### src/rtl/priority_arbiter_n.sv
// priority_arbiter_n
// Registered N-way arbiter with selectable fixed-priority or round-robin policy.
// A grant is locked until the owner pulses ack. A one-cycle RELEASE bubble
// follows every grant. All outputs come straight from flops.

module priority_arbiter_n #(
    parameter  int N  = 4,
    localparam int IW = (N > 1) ? $clog2(N) : 1
) (
    input  logic          clk,
    input  logic          rst,
    input  logic [N-1:0]  req,
    input  logic          rr_mode,
    input  logic          ack,
    output logic [N-1:0]  gnt,
    output logic [IW-1:0] gnt_idx,
    output logic          gnt_valid,
    output logic          busy
);

    typedef enum logic [1:0] {
        ST_IDLE    = 2'd0,
        ST_GRANT   = 2'd1,
        ST_RELEASE = 2'd2
    } state_t;

    state_t        state_q, state_d;
    logic [N-1:0]  gnt_q, gnt_d;
    logic [IW-1:0] gnt_idx_q, gnt_idx_d;
    logic          gnt_valid_q, gnt_valid_d;
    logic          busy_q, busy_d;
    logic [IW-1:0] ptr_q, ptr_d;

    logic [IW-1:0] fixed_win_s;
    logic [IW-1:0] rr_win_s;
    logic [IW-1:0] win_s;

    // Lowest set index of r; bit 0 has the highest priority.
    function automatic logic [IW-1:0] fixed_pick(input logic [N-1:0] r);
        logic [IW-1:0] w;
        w = '0;
        for (int i = N - 1; i >= 0; i--) begin
            if (r[i]) begin
                w = IW'(i);
            end else begin
                w = w;
            end
        end
        return w;
    endfunction

    // First set index scanning p, p+1, ..., N-1, 0, ..., p-1.
    function automatic logic [IW-1:0] rr_pick(input logic [N-1:0] r,
                                              input logic [IW-1:0] p);
        logic [IW-1:0] w;
        logic          found;
        int            idx;
        w     = '0;
        found = 1'b0;
        for (int k = 0; k < N; k++) begin
            idx = int'(p) + k;
            if (idx >= N) begin
                idx = idx - N;
            end else begin
                idx = idx;
            end
            if (!found && r[idx]) begin
                w     = IW'(idx);
                found = 1'b1;
            end else begin
                found = found;
            end
        end
        return w;
    endfunction

    // Pointer successor with explicit wrap so it never reaches N when N is
    // not a power of two.
    function automatic logic [IW-1:0] ptr_next(input logic [IW-1:0] w);
        logic [IW-1:0] n;
        if (w == IW'(N - 1)) begin
            n = '0;
        end else begin
            n = w + IW'(1);
        end
        return n;
    endfunction

    // Winner candidates for both policies; the policy mux picks one.
    always_comb begin
        fixed_win_s = fixed_pick(req);
        rr_win_s    = rr_pick(req, ptr_q);
        if (rr_mode) begin
            win_s = rr_win_s;
        end else begin
            win_s = fixed_win_s;
        end
    end

    // Next-state and next-output logic for the IDLE/GRANT/RELEASE lock FSM.
    always_comb begin
        state_d     = state_q;
        gnt_d       = gnt_q;
        gnt_idx_d   = gnt_idx_q;
        gnt_valid_d = gnt_valid_q;
        busy_d      = busy_q;
        ptr_d       = ptr_q;
        case (state_q)
            ST_IDLE: begin
                if (req != '0) begin
                    state_d     = ST_GRANT;
                    gnt_d       = {{(N-1){1'b0}}, 1'b1} << win_s;
                    gnt_idx_d   = win_s;
                    gnt_valid_d = 1'b1;
                    busy_d      = 1'b1;
                    ptr_d       = ptr_next(win_s);
                end else begin
                    state_d     = ST_IDLE;
                    gnt_d       = '0;
                    gnt_idx_d   = '0;
                    gnt_valid_d = 1'b0;
                    busy_d      = 1'b0;
                end
            end
            ST_GRANT: begin
                if (ack) begin
                    state_d     = ST_RELEASE;
                    gnt_d       = '0;
                    gnt_idx_d   = '0;
                    gnt_valid_d = 1'b0;
                    busy_d      = 1'b1;
                end else begin
                    state_d     = ST_GRANT;
                end
            end
            ST_RELEASE: begin
                state_d     = ST_IDLE;
                gnt_d       = '0;
                gnt_idx_d   = '0;
                gnt_valid_d = 1'b0;
                busy_d      = 1'b0;
            end
            default: begin
                state_d     = ST_IDLE;
                gnt_d       = '0;
                gnt_idx_d   = '0;
                gnt_valid_d = 1'b0;
                busy_d      = 1'b0;
                ptr_d       = '0;
            end
        endcase
    end

    // State, output and pointer registers; reset drops any held lock.
    always_ff @(posedge clk) begin
        if (rst) begin
            state_q     <= ST_IDLE;
            gnt_q       <= '0;
            gnt_idx_q   <= '0;
            gnt_valid_q <= 1'b0;
            busy_q      <= 1'b0;
            ptr_q       <= '0;
        end else begin
            state_q     <= state_d;
            gnt_q       <= gnt_d;
            gnt_idx_q   <= gnt_idx_d;
            gnt_valid_q <= gnt_valid_d;
            busy_q      <= busy_d;
            ptr_q       <= ptr_d;
        end
    end

    assign gnt       = gnt_q;
    assign gnt_idx   = gnt_idx_q;
    assign gnt_valid = gnt_valid_q;
    assign busy      = busy_q;

endmodule

### config.mk
export PLATFORM = sky130hd
export DESIGN_NAME = priority_arbiter_n
export DESIGN_NICKNAME = d
export VERILOG_FILES = /design/src/rtl/priority_arbiter_n.sv
export SDC_FILE = /design/constraint.sdc
export NUM_CORES = 1
export LEC_CHECK = 0
export CAP_MARGIN = 30
export CORE_AREA = 2 2 48 50
export CTS_BUF_LIST = sky130_fd_sc_hd__clkbuf_16
export CTS_CLUSTER_SIZE = 14
export DETAILED_ROUTE_END_ITERATION = 8
export DIE_AREA = 0 0 50 52
export PLACE_DENSITY = 0.65
export SYNTH_ARGS = -nofsm -noshare
export SYNTH_HDL_FRONTEND = slang
export SYNTH_SLANG_ARGS = --single-unit
### constraint.sdc
create_clock -name clk -period 4.85 [get_ports clk]
set_clock_uncertainty 0.1 [all_clocks]
set_input_delay 0.97 -clock clk [delete_from_list [all_inputs] [get_ports clk]]
set_output_delay 0.97 -clock clk [all_outputs]
set_load 0.05 [all_outputs]
# Word level (Yosys, flattened, before mapping)
# Cells that the tools add are included.
# Widths: inputs -> output; s select.
# classes
addsub	8
magnitude_cmp	8
n_eq_ne	5
shifts	1
mux	45
n_bitwise	1
n_reduce_logical	10
# ops
op	count
$lt 32x4->1 const B	4
$mux 32	4
$mux 2	14
$mux 1	15
$pmux 2 s2	3
$sub 3x3->4 const B	3
$ge 3x3->1 const B	3
$bmux 1 s2	4
$mux 4	2
$pmux 4 s2	1
$add 2x2->3 const B	2
$eq 2x2->1 const B	2
$ne 2x2->1 const B	2
$pmux 1 s2	2
$reduce_bool 4->1	1
$shl 1x2->4 const A	1
$sub 2x3->4 const B	1
$add 2x1->3 const B	1
$ge 2x3->1 const B	1
$logic_and 1x1->1	3
$logic_not 1->1	3
$add 2x1->2 const B	1
$eq 2x1->1 const B	1
$logic_not 2->1	1
3 further kinds	3
# totals
ff_bits	12
input_bits	8
elab_cells	84

# Depth between registers and ports, before layout
# Gate-level depths: netlist of the first run.
# depth
ltp_word	20
ltp_mapped	8
depth_no_buf	7

# Worst setup path after synthesis of the first run
# No wires, ideal clock.
# synth_timing
path_kind	in2reg
start	input port req[2]
end	register ptr_q[1]
t_arrival_ps	2257
t_required_ps	4636
setup_slack_ps	2378
path_stages	7
n_path_buf	0
cell_sequence	nor2b_1 -> o211a_1 -> or4_4 -> inv_1 -> ha_1 -> a2bb2oi_1 -> nor2_1
# synth_via
elab_chain_len	18
elab_cells_between_ends	37
classes_between	add/sub (1); eq/ne (2); mux (26); reduce/logical (8)
# synth_rtl
element	line	rtl
start, declared	12	input logic [N-1:0] req,
$bmux 1 s2	67	if (!found && r[idx]) begin
$mux 1 (implied by the code) (2 in a row)	67	
$mux 1	67	
$logic_not 1->1	67	
$logic_and 1x1->1	67	
$mux 1	67	
$logic_not 1->1	67	
$logic_and 1x1->1	67	
$mux 1	67	
$logic_not 1->1	67	
$logic_and 1x1->1	67	
$mux 2	67	
$mux 2	93	if (rr_mode) begin
$add 2x1->2 or $eq 2x2->1 (tied branches)	84, 81	
$mux 2	81	if (w == IW'(N - 1)) begin
$mux 2	110	if (req != '0) begin
$pmux 2 s2	108	case (state_q)
end signal, assigned	169	ptr_q <= ptr_d;
end, declared	32	logic [IW-1:0] ptr_q, ptr_d;
# Parallel ways exist; a longest one is shown, timed or not. The select of a mux whose other input is x is not followed.
# A chain may end at the register's enable or synchronous reset.

# Worst setup path after layout of the first run
# Same ends and word-level chain as after synthesis.

==> results of run 1 <==
==> per-stage QoR <==
stage	hold slack (ns)	instance area, sq um
after floorplan	0.5072	699.4
after global placement	0.3429	854.6
after detailed placement	0.3471	854.6
after CTS	0.3587	929.6
after global routing	0.3697	929.6
final	0.3544	929.6
==> state kept, by name (all words and copies together), names as in the netlist <==
| signal | cells |
|---|---|
| gnt | 4 |
| gnt_idx | 2 |
| ptr_q | 2 |
| state_q | 2 |
| busy | 1 |
| gnt_valid | 1 |
==> worst max-delay path, delay by kind of cell <==
kind | cells | cell delay [ns]
AOI/OAI and AO/OA | 2 | 0.35
and+or+nand+nor | 3 | 0.75
adders and majority gates | 1 | 0.23
buffers and inverters | 2 | 0.62
==> Yosys cell counts <==
cell,count,area [sq um]
o41ai_1,1,8.760
and3_1,1,6.260
and2b_2,2,17.52
a32o_1,1,10.01
a31o_2,1,8.760
or4_4,1,11.26
o221ai_1,1,8.760
o211a_1,1,10.01
nor4_1,1,6.260
o21a_1,1,7.510
a21oi_1,9,45.04
o41ai_2,1,16.27
nand3_1,5,25.02
clkbuf_8,1,13.76
inv_1,5,18.77
ha_1,6,75.07
a2bb2oi_1,1,8.760
nor2b_4,1,13.76
nor3b_1,1,7.510
dfxtp_1,12,240.2
nor2b_1,3,18.77
or2b_2,2,17.52
or2b_1,1,7.510
nor2_1,6,22.52
nand2b_1,1,6.260
buf_6,1,11.26
o21ai_0,2,10.01
a211oi_1,1,7.510
nand2_1,6,22.52
o2111a_1,1,11.26
clkbuf_2,1,5.000
==> power groups by stage <==
stage / combinational, uW / sequential, uW / clock [uW]
floorplan: 41.4 / 132 / 0
global placement: 82.4 / 115 / 0
detailed placement: 82.7 / 115 / 0
CTS: 84.3 / 113 / 150
global route: 91.1 / 114 / 155
finish: 83.7 / 113 / 147
==> how the worst min path moves through the flow <==
stage,cells past startpoint,startpoint,end
6_report,2,gnt[2]$_SDFFE_PP0N_,gnt[2]$_SDFFE_PP0N_
3_3_place_gp,2,gnt[0]$_SDFFE_PP0N_,gnt[0]$_SDFFE_PP0N_
3_5_place_dp,2,gnt[1]$_SDFFE_PP0N_,gnt[1]$_SDFFE_PP0N_
4_1_cts,2,gnt[2]$_SDFFE_PP0N_,gnt[2]$_SDFFE_PP0N_
5_1_grt,2,gnt[0]$_SDFFE_PP0N_,gnt[0]$_SDFFE_PP0N_
2_1_floorplan,3,ptr_q[1]$_SDFFE_PP0P_,ptr_q[1]$_SDFFE_PP0P_
==> kinds of logic after synthesis <==
| kind of cell | synth area share, % |
|---|---|
| AO/OA/AOI/OAI | 21.83 |
| AND/OR/NAND/NOR | 26.12 |
| buffers and inverters | 6.976 |
| adder cells (fa/ha/maj) | 10.73 |
| flip-flops | 34.35 |
==> area by class of cell <==
class | instances | area [sq um]
Fill cell | 210 | 1176
Multi-Input combinational cell | 58 | 410.4
Sequential cell | 12 | 240.2
Timing Repair Buffer | 15 | 150.1
Clock buffer | 3 | 75.07
Tap cell | 28 | 35.03
Inverter | 5 | 18.77
==> routing by layer <==
| layer | track usage [%] | part of all wire (%) |
|---|---|---|
| met1 | 15.96 | 49 |
| met2 | 19.52 | 43 |
| met3 | 3.736 | 5.1 |
| met4 | 8.333 | 2.6 |
| met5 | 0 | 0 |
==> flow_metrics.tcl, run 1 <==
set metrics [dict create \
    dieArea_sq_mm 0.002600 \
    worstMarginPinSlew_ns 0.8328 \
    ir_drop_uv 206.7 \
    swShare_pct 27.59 \
    final_cell_mix "clkdlybuf4s50_1, dfxtp_1, a21oi_1" \
    final_max_slew_viol_count 0 \
    rsz0062_at_grt "false" \
    cp-end-kind "flop" \
    final_util_pct 44.15 \
    yosysWarnings 0 \
    endpoint "ptr_q[1]$_SDFFE_PP0P_" \
    gr-total-overflow 0 \
    post_cts_resized 0 \
    grt_util_all_layers_pct 12.93 \
    clkPwrFrac_pct 42.8 \
    synth_fp_nets 92 \
    cts.hold.buffers_added 0 \
    n_antenna_cell 0 \
    antenna_left 0 \
    clock-sinks 12 \
    clk_latency_ns 0.24 \
    worstPathRequired_ns 4.86 \
    numCtsBuffers 3 \
    synth_area_sq_um 699.4 \
    fin_ws_ns 1.933 \
    io_pins 16 \
    cts_htree_levels 1 \
    grt_max_degree 12 \
    yosys.cell_types.count 31 \
    grt_pass1_vias 581 \
    layout_commonest_cell "clkdlybuf4s50_1" \
    hold_violations 0 \
    tritoncts "yes" \
    r2r_end "ptr_q[1]$_SDFFE_PP0P_" \
    max_slew_margin_pct 43.76 \
    rows 17 \
    total_power_uw 344.1 \
    drc 0 \
    drt_iter0_drc 6 \
    ff2ff_path_depth 7 \
    portBuffers 15 \
    final_nets 109 \
    pre_cts_ws_ns 1.702 \
    coreArea_sq_mm 0.002106 \
    p_seq_share_pct 32.9 \
    crit_type "input pin to flop" \
    wire_per_inst_um 12.30 \
    dp_hpwl_mm 1.054 \
    fin_tns_setup_ns 0 \
    leakage_uw 0.0003742 \
    start_util_pct 33.21 \
    drive_gt1_share_pct 11.83 \
    seq_area_frac_synth_pct 34.35 \
    fin_cells 121 \
    cts-root-buf "clkbuf_16" \
    vias 618 \
    p_int_uw 249.1 \
    fp.dieH_um 52 \
    antenna_found_initial 0 \
    grt_pass1_wl_mm 2.511 \
    outcome "completed" \
    path_max_fanout 8 \
    drv.max_cap_violation_count 0 \
    placedCellCount 118 \
    slowest_delay_ns 0.52 \
    ff2ff_setup_slack_ns 2.91 \
    drt-total-wl_mm 1.488 \
    setup_viol 0 \
    die_w_um 50 \
    synth_area_per_cell_sq_um 8.967 \
    syn_inst 78 \
    syn2layout_area_growth_pct 32.92 \
    p_per_area_mw_per_mm2 370.1 \
    arrival_ns 2.93 \
    cp-startpoint "req[2]" \
    regToRegStartpoint "ptr_q[0]$_SDFFE_PP0P_" \
    max_freq_mhz 342.8 \
    hold_path_class "flop to flop" \
    ys_ff_latch 12 \
    first_pass_iters 4 \
    path_clk_slew_ns 0.04 \
    fin_crit_sh_pct 60.15 \
    share_comb_of_total_power_pct 24.3 \
    via_per_inst 5.107 \
    ctsLongestPathBuffers 2 \
    crit_path_start_kind "input pin" \
    slowest_stage "or4_4" \
    place.gp.congestion 0.7414 \
    switching_power_uw 94.94 \
    crit_chain "clkdlybuf4s50_1, nor2b_1, o211a_1, or4_4, inv_1, ha_1, a2bb2oi_1, nor2_1" \
    min_period_ns 2.917 \
    cts_setup_buffers 0 \
]
Note: power is estimated with default switching activity, not from simulation.
==> run 2, diff against run 1 <==
- clock period: 4.85 -> 2.8 ns (I/O delays scaled with it)
==> flow_metrics.tcl, run 2 (synthesized netlist as in run 1, its figures left out) <==
set metrics [dict create \
    met2_usage_pct 20.39 \
    clock-sinks 12 \
    antenna_left 0 \
    fin_ws_ns 0.3496 \
    crit_type "input pin to flop" \
    path_max_fanout 6 \
    cts_htree_levels 1 \
    layout_commonest_cell "clkdlybuf4s50_1" \
    grt_pass1_wl_mm 2.490 \
    p_per_area_mw_per_mm2 626.4 \
    drive_gt1_share_pct 14.58 \
    n_antenna_cell 0 \
    worstMarginPinSlew_ns 0.4946 \
    leakage_uw 0.0003888 \
    vias 584 \
    worstHoldPathCells 2 \
    clk_latency_ns 0.23 \
    regToRegStartpoint "ptr_q[0]$_SDFFE_PP0P_" \
    coreArea_sq_mm 0.002106 \
    max_freq_mhz 408.1 \
    path_clk_slew_ns 0.04 \
    place.gp.congestion 0.7512 \
    ff2ff_setup_slack_ns 0.87 \
    pre_cts_ws_ns 0.1055 \
    place_area_sq_um 877.1 \
    nFillCells 210 \
    wire_per_inst_um 11.94 \
    min_to "gnt[2]$_SDFFE_PP0N_" \
    final_max_slew_viol_count 0 \
    gr-total-overflow 0 \
    worstHoldStart "gnt[2]$_SDFFE_PP0N_" \
    whs_ns 0.3550 \
    final_nets 112 \
    register_area_sq_um 240.2 \
    grt_busiest_layer "met2" \
    worstPathRequired_ns 2.80 \
    io_pins 16 \
    cts_setup_buffers 0 \
    portBuffers 15 \
    arrival_ns 2.45 \
    grtUsageMet1_pct 15.33 \
    outcome "completed" \
    fin_tns_setup_ns 0 \
    cp-startpoint "req[0]" \
    max_slew_margin_pct 66.92 \
    setup_viol 0 \
    final_area_sq_um 952.2 \
    die_w_um 50 \
    post_cts_resized 0 \
    drv.max_cap_violation_count 0 \
    via_per_inst 4.710 \
    grt_util_all_layers_pct 12.41 \
    drt-total-wl_mm 1.480 \
    rsz0062_at_grt "false" \
    total_power_uw 596.5 \
    numCtsBuffers 3 \
    r2r_end "ptr_q[1]$_SDFFE_PP0P_" \
    final_cell_mix "clkdlybuf4s50_1, dfxtp_1, a21oi_1" \
    tritoncts "yes" \
    fp.dieH_um 52 \
    min_period_ns 2.450 \
    cts-root-buf "clkbuf_16" \
    dp_hpwl_mm 1.087 \
    first_pass_iters 3 \
    cp-end-kind "flop" \
    multi_input_area_sq_um 410.4 \
    cts.hold.buffers_added 0 \
    fin_crit_sh_pct 87.51 \
    drt_iter0_drc 4 \
    grt_pass1_vias 606 \
    largest_reg_flops 4 \
    dieArea_sq_mm 0.002600 \
    met3_usage_pct 2.011 \
    hold_path_class "flop to flop" \
    rows 17 \
    ir_drop_uv 445.4 \
    ctsLongestPathBuffers 2 \
    drc 0 \
    syn2layout_area_growth_pct 36.14 \
    grt_max_degree 12 \
    crit_path_start_kind "input pin" \
    ff2ff_path_depth 7 \
    hold_violations 0 \
    antenna_found_initial 0 \
    start_util_pct 33.21 \
]
==> run 2: cell types whose count changed in the layout (fill, tap and decap cells not counted) <==
cell / previous run / this run
buf_4: 0 / 3
==> run 2: layer usage <==
layer	part of all wire [%]	wire, um
met5	0	0
met4	1.4	21
met3	2.9	43
met2	45	669
met1	50	746
==> run 2: cell type report <==
class | instances | area share, %
Timing Repair Buffer | 18 | 18.13
Tap cell | 28 | 3.679
Multi-Input combinational cell | 58 | 43.10
Inverter | 5 | 1.971
Clock buffer | 3 | 7.884
Sequential cell | 12 | 25.23
==> run 2: per-stage QoR <==
step / utilization, % / instances
5_1_grt: 45.22 / 124
3_5_place_dp: 41.65 / 121
2_1_floorplan: - / 78
3_3_place_gp: 41.65 / 121
6_report: 45.22 / 124
4_1_cts: 45.22 / 124
==> run 2: worst max-delay path by stage <==
stage | cells past startpoint | slack (ns) | endpoint
after detailed placement | 8 | 0.11 | ptr_q[1]$_SDFFE_PP0P_
after floorplan | 7 | 0.74 | ptr_q[1]$_SDFFE_PP0P_
after CTS | 8 | 0.35 | ptr_q[1]$_SDFFE_PP0P_
final | 8 | 0.35 | ptr_q[1]$_SDFFE_PP0P_
after global routing | 8 | 0.29 | ptr_q[1]$_SDFFE_PP0P_
after global placement | 8 | 0.18 | ptr_q[1]$_SDFFE_PP0P_
==> run 2: critical path, cell delays in order <==
cell and delay, ns:
clkdlybuf4s50_1 0.49, nor2b_4 0.16, o211a_1 0.20, or4_4 0.52, inv_1 0.11, ha_1 0.23
a2bb2oi_1 0.13, nor2_1 0.05
==> run 2: power by group <==
| group | switching (uW) | total, uW | internal [uW] | leakage [uW] |
|---|---|---|---|---|
| sequential | 10.1 | 197 | 186 | 0.0000986 |
| combinational | 86.2 | 150 | 63.5 | 0.000253 |
| clock | 65.1 | 250 | 185 | 0.0000370 |
| total | 161 | 596 | 435 | 0.000389 |
